<file path="config.mk">
export PLATFORM = sky130hd
export DESIGN_NAME = kb_led_ctrl
export DESIGN_NICKNAME = d
export VERILOG_FILES = /design/src/rtl/kb_led_ctrl.sv
export SDC_FILE = /design/constraint.sdc
export NUM_CORES = 1
export LEC_CHECK = 0
export ABC_AREA = 1
export CORE_ASPECT_RATIO = 0.9
export CORE_UTILIZATION = 55
export DETAILED_ROUTE_END_ITERATION = 12
export GPL_ROUTABILITY_DRIVEN = 0
export HOLD_SLACK_MARGIN = 0.03
export PLACE_DENSITY_LB_ADDON = 0.12
export SETUP_SLACK_MARGIN = 0.05
export SYNTH_ARGS = -nofsm -noshare
export SYNTH_HDL_FRONTEND = slang
export SYNTH_SLANG_ARGS = --single-unit
</file>
<file path="constraint.sdc">
create_clock -name clk -period 5.4 [get_ports clk]
set_clock_uncertainty 0.2 [all_clocks]
set_input_delay 1.08 -clock clk [delete_from_list [all_inputs] [get_ports clk]]
set_output_delay 1.08 -clock clk [all_outputs]
set_load 0.01 [all_outputs]
</file>
<file path="src/rtl/kb_led_ctrl.sv">
// kb_led_ctrl: forwards PS/2 codes from the code FIFO and sequences the Set-LED (ED, LED byte) command.
// Define KB_INIT_RESET_EN to run the keyboard reset (FF), BAT wait and LED sync after reset.
module kb_led_ctrl #(
    parameter int ACK_TIMEOUT = 1000000,
    parameter int MAX_RETRY   = 3
) (
    input  logic       clk,
    input  logic       rst_n,
    input  logic       fifo_empty,
    input  logic [8:0] rd_data,
    output logic       rd_fifo,
    output logic       key_valid,
    output logic [8:0] key_code,
    input  logic       key_ready,
    output logic       tx_start,
    output logic [7:0] tx_data,
    input  logic       tx_idle,
    input  logic       rx_done_tick,
    input  logic [7:0] rx_data,
    output logic       rx_en,
    output logic [2:0] leds,
    output logic       led_err
);
`ifdef KB_INIT_RESET_EN
    localparam int TMO_MAX = 10 * ACK_TIMEOUT;
`else
    localparam int TMO_MAX = ACK_TIMEOUT;
`endif
    localparam int TW = $clog2(TMO_MAX + 1);
    localparam int RW = $clog2(MAX_RETRY + 2);
    localparam logic [TW-1:0] ACK_LIM = TW'(ACK_TIMEOUT - 1);
    localparam logic [TW-1:0] TMO_SAT = TW'(TMO_MAX);
    localparam logic [RW-1:0] RTY_MAX = RW'(MAX_RETRY);
`ifdef KB_INIT_RESET_EN
    localparam logic [TW-1:0] BAT_LIM = TW'(TMO_MAX - 1);
`endif

    typedef enum logic [2:0] {IDLE, CLASSIFY, OUT, SEND, XMIT, WAIT_ACK, INIT, WAIT_BAT} state_t;
    typedef enum logic [1:0] {B_CMD, B_LED, B_RST} byte_t;

`ifdef KB_INIT_RESET_EN
    localparam state_t RST_STATE = INIT;
`else
    localparam state_t RST_STATE = IDLE;
`endif

    state_t        state_q, state_d;
    byte_t         sel_q, sel_d;
    logic [8:0]    code_q, code_d;
    logic          lock_q, lock_d;
    logic          key_valid_q, key_valid_d;
    logic [2:0]    leds_q, leds_d;
    logic [7:0]    tx_data_q, tx_data_d;
    logic [TW-1:0] tmo_q, tmo_d, tmo_inc;
    logic [RW-1:0] retry_q, retry_d;
    logic          led_err_q, led_err_d;
    logic [2:0]    lock_m;

    assign key_valid = key_valid_q;
    assign key_code  = code_q;
    assign tx_data   = tx_data_q;
    assign leds      = leds_q;
    assign led_err   = led_err_q;
    assign tmo_inc   = (tmo_q == TMO_SAT) ? tmo_q : tmo_q + 1'b1;
    // Only non-extended codes toggle: comparing all 9 bits excludes E0 variants.
    assign lock_m    = {code_q == 9'h058, code_q == 9'h077, code_q == 9'h07E};

    always_ff @(posedge clk or negedge rst_n) begin
        if (!rst_n) begin
            state_q     <= RST_STATE;
            sel_q       <= B_CMD;
            code_q      <= '0;
            lock_q      <= 1'b0;
            key_valid_q <= 1'b0;
            leds_q      <= '0;
            tx_data_q   <= '0;
            tmo_q       <= '0;
            retry_q     <= '0;
            led_err_q   <= 1'b0;
        end else begin
            state_q     <= state_d;
            sel_q       <= sel_d;
            code_q      <= code_d;
            lock_q      <= lock_d;
            key_valid_q <= key_valid_d;
            leds_q      <= leds_d;
            tx_data_q   <= tx_data_d;
            tmo_q       <= tmo_d;
            retry_q     <= retry_d;
            led_err_q   <= led_err_d;
        end
    end

    always_comb begin
        state_d     = state_q;
        sel_d       = sel_q;
        code_d      = code_q;
        lock_d      = lock_q;
        key_valid_d = key_valid_q;
        leds_d      = leds_q;
        tx_data_d   = tx_data_q;
        tmo_d       = tmo_q;
        retry_d     = retry_q;
        led_err_d   = 1'b0;
        rd_fifo     = 1'b0;
        tx_start    = 1'b0;
        rx_en       = 1'b1;
        case (state_q)
            IDLE: if (!fifo_empty) begin
                // Gated so the FIFO is never popped while reset is held.
                rd_fifo = rst_n;
                code_d  = rd_data;
                state_d = CLASSIFY;
            end
            CLASSIFY: if (code_q == 9'h0FA || code_q == 9'h0FE) begin
                state_d = IDLE;
            end else begin
                key_valid_d = 1'b1;
                leds_d      = leds_q ^ lock_m;
                lock_d      = |lock_m;
                state_d     = OUT;
            end
            OUT: if (key_ready) begin
                key_valid_d = 1'b0;
                state_d     = lock_q ? SEND : IDLE;
                sel_d       = B_CMD;
                tx_data_d   = 8'hED;
                retry_d     = '0;
            end
            SEND: if (tx_idle) begin
                tx_start = 1'b1;
                rx_en    = 1'b0;
                state_d  = XMIT;
            end
            XMIT: begin
                rx_en = 1'b0;
                if (tx_idle) begin
                    state_d = WAIT_ACK;
                    tmo_d   = '0;
                end
            end
            WAIT_ACK: begin
                tmo_d = tmo_inc;
                if (rx_done_tick && rx_data == 8'hFA) begin
                    retry_d   = '0;
                    tmo_d     = '0;
                    state_d   = (sel_q == B_LED) ? IDLE : (sel_q == B_RST) ? WAIT_BAT : SEND;
                    sel_d     = B_LED;
                    tx_data_d = {5'b0, leds_q};
                end else if ((rx_done_tick && rx_data == 8'hFE) || tmo_q == ACK_LIM) begin
                    retry_d = retry_q + 1'b1;
                    state_d = SEND;
                    if (retry_q == RTY_MAX) begin
                        retry_d   = retry_q;
                        led_err_d = 1'b1;
                        state_d   = IDLE;
                    end
                end
            end
`ifdef KB_INIT_RESET_EN
            INIT: begin
                state_d   = SEND;
                sel_d     = B_RST;
                tx_data_d = 8'hFF;
                retry_d   = '0;
            end
            WAIT_BAT: begin
                tmo_d = tmo_inc;
                if (rx_done_tick && rx_data == 8'hAA) begin
                    state_d   = SEND;
                    sel_d     = B_CMD;
                    tx_data_d = 8'hED;
                    retry_d   = '0;
                end else if ((rx_done_tick && rx_data == 8'hFC) || tmo_q == BAT_LIM) begin
                    led_err_d = 1'b1;
                    state_d   = IDLE;
                end
            end
`endif
            default: state_d = IDLE;
        endcase
    end
endmodule

</file>
# Word-level counts from Yosys, hierarchy flattened
# Cells that the tools add are included.
[totals] output_inout_bits=25 word_cells=97 inputBits=23 reg_bits=51
[classes] addsub=2 reduce_logical=16 n_eq_ne=26 bitwise_logic=3 mux=40
[ops] operator="$mux W20" n=3
[ops] operator="$eq A20 B20 Y1 const B" n=2
[ops] operator="$pmux W20 S2" n=1
[ops] operator="$mux W3" n=12
[ops] operator="$eq A9 B7 Y1 const B" n=3
[ops] operator="$add A20 B1 Y20 const B" n=1
[ops] operator="$eq A9 B8 Y1 const B" n=2
[ops] operator="$pmux W3 S6" n=1
[ops] operator="$eq A8 B8 Y1 const B" n=2
[ops] operator="$mux W8" n=2
[ops] operator="$pmux W8 S2" n=1
[ops] operator="$ne A2 B2 Y1 const B" n=6
[ops] operator="$mux W1" n=11
[ops] operator="$mux W2" n=5
[ops] operator="$eq A3 B2 Y1 const B" n=3
[ops] operator="$ne A3 B3 Y1 const B" n=3
[ops] operator="$reduce_and A3 Y1" n=3
[ops] operator="$eq A3 B3 Y1 const B" n=2
[ops] operator="$pmux W3 S2" n=1
[ops] operator="$reduce_bool A2 Y1" n=3
[ops] operator="$reduce_and A5 Y1" n=1
[ops] operator="$pmux W1 S2" n=2
[ops] operator="$pmux W2 S2" n=1
[ops] operator="$reduce_and A2 Y1" n=2
[ops] operator="11 further kinds" n=14

# Depth between registers and ports, before layout
[depth] ltp_word=6 depth_mapped=12 mapped_depth_nobuf=11

# Worst setup path after synthesis
# No wires, ideal clock.
[synth_path] path_type="input -> output" startpoint="input tx_idle" endpoint="output rx_en" required_time_ns=4.120 path_buffers=0 path_stages=3 setup_slack_ns=2.745 arrival_ns=1.375 path_cell_list="inv_1 nand4_1 nand2_1"
[synth_via] elab_chain_cells=2
[synth_rtl] item="start, declared" line="17" text="input logic tx_idle,"
[synth_rtl] item="$mux W1" line="130" text="SEND: if (tx_idle) begin"
[synth_rtl] item="$pmux W1 S2" line="108" text="case (state_q)"
[synth_rtl] item="end, declared" line="20" text="output logic rx_en,"
# Every way passes these cells.

# Worst setup path in the final report
# Ends and elaborated chain as after synthesis.

==> run summary <==
The run finished with clean final reports. TritonCTS built the clock tree. The routed design has 6850 um of wire. The first global-routing pass estimated 11900 um of wire.

The die is 70.1 um tall. The length of the first detailed-routing pass in iterations is 6. Across all layers, the routed design uses 2733 vias. The routed length per placed instance is 13.6 um.

By area the synthesized netlist is led by sky130_fd_sc_hd__dfrtp_1 (41%), sky130_fd_sc_hd__nand2_1 (14%), sky130_fd_sc_hd__nor2_1 (7.4%), sky130_fd_sc_hd__inv_1 (6.5%), sky130_fd_sc_hd__nand4_1 (6.2%). The buffer count from post-CTS setup fixing is 0. The number of clock sinks seen by CTS came out at 46. The maximum fanout count along the critical path came out at 4.

After synthesis, the netlist uses 32 different library cells. By instance count, the cell type seen most on the critical path is sky130_fd_sc_hd__clkdlybuf4s50_1. The initial core utilization came out at 57.8%.

The register area came out at 1150 sq um. The total placed cells including tap cells came out at 495. Hold timing on the final database bottoms out at a slack of 0.283 ns.

The sequential element share of the synthesized area is 40.7%. The detail route stage leaves a number of antenna-violating nets equal to 0. Grouping stages by cell kind, the critical path spends the most delay in buffers and inverters. Summed over all failing endpoints, the final setup total negative slack is 0 ns.

The number of placement rows came out at 24. The setup slack at placement came out at 1.75 ns. The post-cts hold buffer count came out at 0.

The clock latency at the later pin of the worst-skew pair is 0.31 ns. The worst path required time came out at 4.12 ns. The die area is 5440 sq um. Once the clock tree was built, the resizer swapped 0 gates to a different size.

In the routed layout, each cell is associated on average with a via count of 5.43. The post-layout worst setup margin is 1.75 ns. The worst setup path is launched from an input port. The top-area cell type share of the netlist area is 40.7%. The maximum clock path buffer count is 2. The final period utilization came out at 67.6%.

The summed area of non-filler cells in the final layout came out at 3410 sq um. The buffer and inverter count on the worst path is 3. The growth of design area from synthesis to finish came out at 20.5%.

Setup violations remaining at the end of the flow were counted as 0. For this design the static power due to leakage is 1.56 nW. The net count of the finished layout is 464. Cells fill 69.7% of the core in the end. The iteration-0 DRC count of the detailed router is 254. The path class of the tightest hold or removal check is reg -> reg.

The most used flip-flop cell after synthesis is sky130_fd_sc_hd__dfrtp_1. For this run, the total global-route usage over all layers was measured as 28.1%. The share of synthesized registers carrying an async set or reset came out at 100%. The die width is 77.6 um.

Counting flops and latches in the post-synthesis netlist gives 46. Summing every instance area after synthesis gives 2830 sq um. The number of levels the H-tree was split into is 2. The mean cell area of the mapped netlist is 7.20 sq um.

Buffers placed on the I/O ports in this run total 46. Entering global routing, the biggest net connects 47 pins. The total count of max-transition violations in the final report came out at 0. The net count after synthesis came out at 420. The I/O pin count came out at 48. TritonCTS created 5 clock buffers.

The max-capacitance violation count came out at 0. The placed wire-length estimate after detailed placement is 4990 um. Clock-pin slew was measured on the worst setup and hold paths at 0.09 ns. Leaving out fill and tap cells, the most frequent cells in the layout are sky130_fd_sc_hd__nand2_1 (106), sky130_fd_sc_hd__nor2_1 (56), sky130_fd_sc_hd__inv_1 (49). The total global routing overflow is 0.

The post-place instance area came out at 3310 sq um. The total DRC errors in the routed layout came out at 0. The largest individual stage delay along the critical path comes from the cell sky130_fd_sc_hd__clkdlybuf4s50_1. The antenna diode instance count is 0. The max-slew headroom at the worst pin is 50.1%. STA classifies the critical path endpoint as an output port. VDD sags by at most 0.284 mV.

Setup repair after global routing left no endpoint under its margin. The number of instances in the synthesized netlist is 393. The peak clock frequency supported by timing is 274 MHz. The number of hold violations in the final report is 0. The number of fill cells in the layout came out at 411. The total power after layout is 1.11 mW. Traced cell by cell, the critical path runs through clkdlybuf4s50_1 > inv_1 > nand4_1 > nand2_1 > clkdlybuf4s50_1.

The share of post-route cells with drive strength above 1 is 7.53%. The via count of the first global-routing pass came out at 2677. sky130_fd_sc_hd__dfrtp_1 takes more of the synthesized area than any other cell. For the pin with the worst max-slew slack, the measured transition is 0.746 ns. The power density over the cells is 325 nW/um^2.

The number of warnings printed during yosys synthesis came out at 0. The filler-free cell count of the finished design is 503. The longest individual stage delay on the worst path is 0.53 ns. The post-layout minimum cycle time came out at 3.65 ns. The area of the core came out at 4890 sq um. The initial antenna violation count is 0. Leaving out fill and tap cells, the most frequent cell in the layout is sky130_fd_sc_hd__nand2_1. The arrival time reported for the critical path endpoint came out at 2.37 ns. The cell sitting at the root of the clock tree is a sky130_fd_sc_hd__clkbuf_8. The number of synthesized flops with an enable pin came out at 0. The area of the multi-input gates came out at 1410 sq um.

The worst setup path is of the in -> out kind.
## Yosys cell counts (2+ instances only)
cell type                  count
sky130_fd_sc_hd__inv_2         4
sky130_fd_sc_hd__o21ai_0      13
sky130_fd_sc_hd__mux2_2        3
sky130_fd_sc_hd__buf_2         2
sky130_fd_sc_hd__o21ai_2       8
sky130_fd_sc_hd__dfrtp_1      46
sky130_fd_sc_hd__nand2_1     106
sky130_fd_sc_hd__ha_1          4
sky130_fd_sc_hd__o21bai_1      5
sky130_fd_sc_hd__nand4_1      28
sky130_fd_sc_hd__nor2_2        2
sky130_fd_sc_hd__a21oi_1       9
sky130_fd_sc_hd__xor2_1        3
sky130_fd_sc_hd__nor3_1        4
sky130_fd_sc_hd__inv_1        49
sky130_fd_sc_hd__buf_6         2
sky130_fd_sc_hd__nand3_1      29
sky130_fd_sc_hd__buf_4         4
sky130_fd_sc_hd__nor2_1       56
sky130_fd_sc_hd__clkbuf_1      2
sky130_fd_sc_hd__nand2_2       3
## worst register-to-register path: stages (launching register included)
cell and delay [ns]:
sky130_fd_sc_hd__dfrtp_1 0.44, sky130_fd_sc_hd__inv_2 0.10, sky130_fd_sc_hd__nand2_2 0.09, sky130_fd_sc_hd__nor2_8 0.26, sky130_fd_sc_hd__inv_1 0.22, sky130_fd_sc_hd__nor2_1 0.18
sky130_fd_sc_hd__inv_1 0.12, sky130_fd_sc_hd__nand2_1 0.12, sky130_fd_sc_hd__inv_1 0.07, sky130_fd_sc_hd__nand2_1 0.05, sky130_fd_sc_hd__o21ai_0 0.07
## registers in the layout (all words and copies together), names as in the netlist
signal,cells
tmo_q,20
led_err,1
state_q,3
key_code,9
leds,3
tx_data,4
key_valid,1
retry_q,3
lock_q,1
sel_q,1
## where the power goes
| group | switching [mW] | internal (mW) |
|---|---|---|
| clock network | 0.123 | 0.139 |
| logic | 0.213 | 0.174 |
| registers | 0.0589 | 0.403 |
## final cells by class
class	instances	area share, %
Multi-Input combinational cell	283	41.2
Sequential cell	46	33.7
Clock inverter	1	0.880
Tap cell	65	2.38
Inverter	54	6.01
Timing Repair Buffer	47	13.6
Clock buffer	7	2.24
## cells by family after synthesis
| kind of cell | synth area share [%] |
|---|---|
| AOI/OAI and AO/OA | 8.53 |
| xor gates and xnor gates | 1.24 |
| adders and majority gates | 1.77 |
| buffers and inverters | 9.72 |
| DFF | 40.7 |
| muxes | 1.19 |
| other | 0.132 |
| and+or+nand+nor | 36.8 |
## metal layers
metal / track usage (%) / share of wire, %
met2: 48.1 / 49
met1: 34.2 / 43
met5: 0 / 0
met4: 10.7 / 2.1
met3: 6.54 / 6.4
## worst paths after layout
| path | cells after the start | to | slack [ns] | from |
|---|---|---|---|---|
| setup reg to reg | 10 | tx_data[1]$_DFFE_PN0P_ | 3.37 | state_q[1]$_DFFE_PN0P_ |
| min in group asynchronous | 2 | tmo_q[6]$_DFFE_PN0P_ | 0.74 | rst_n |
| max in group asynchronous | 2 | tmo_q[4]$_DFFE_PN0P_ | 3.87 | rst_n |
| hold reg to reg | 2 | retry_q[1]$_DFFE_PN0P_ | 0.28 | retry_q[1]$_DFFE_PN0P_ |
| setup / recovery | 5 | rx_en | 1.75 | tx_idle |
| hold / removal | 2 | retry_q[1]$_DFFE_PN0P_ | 0.28 | retry_q[1]$_DFFE_PN0P_ |
(Power assumes the default switching activity.)
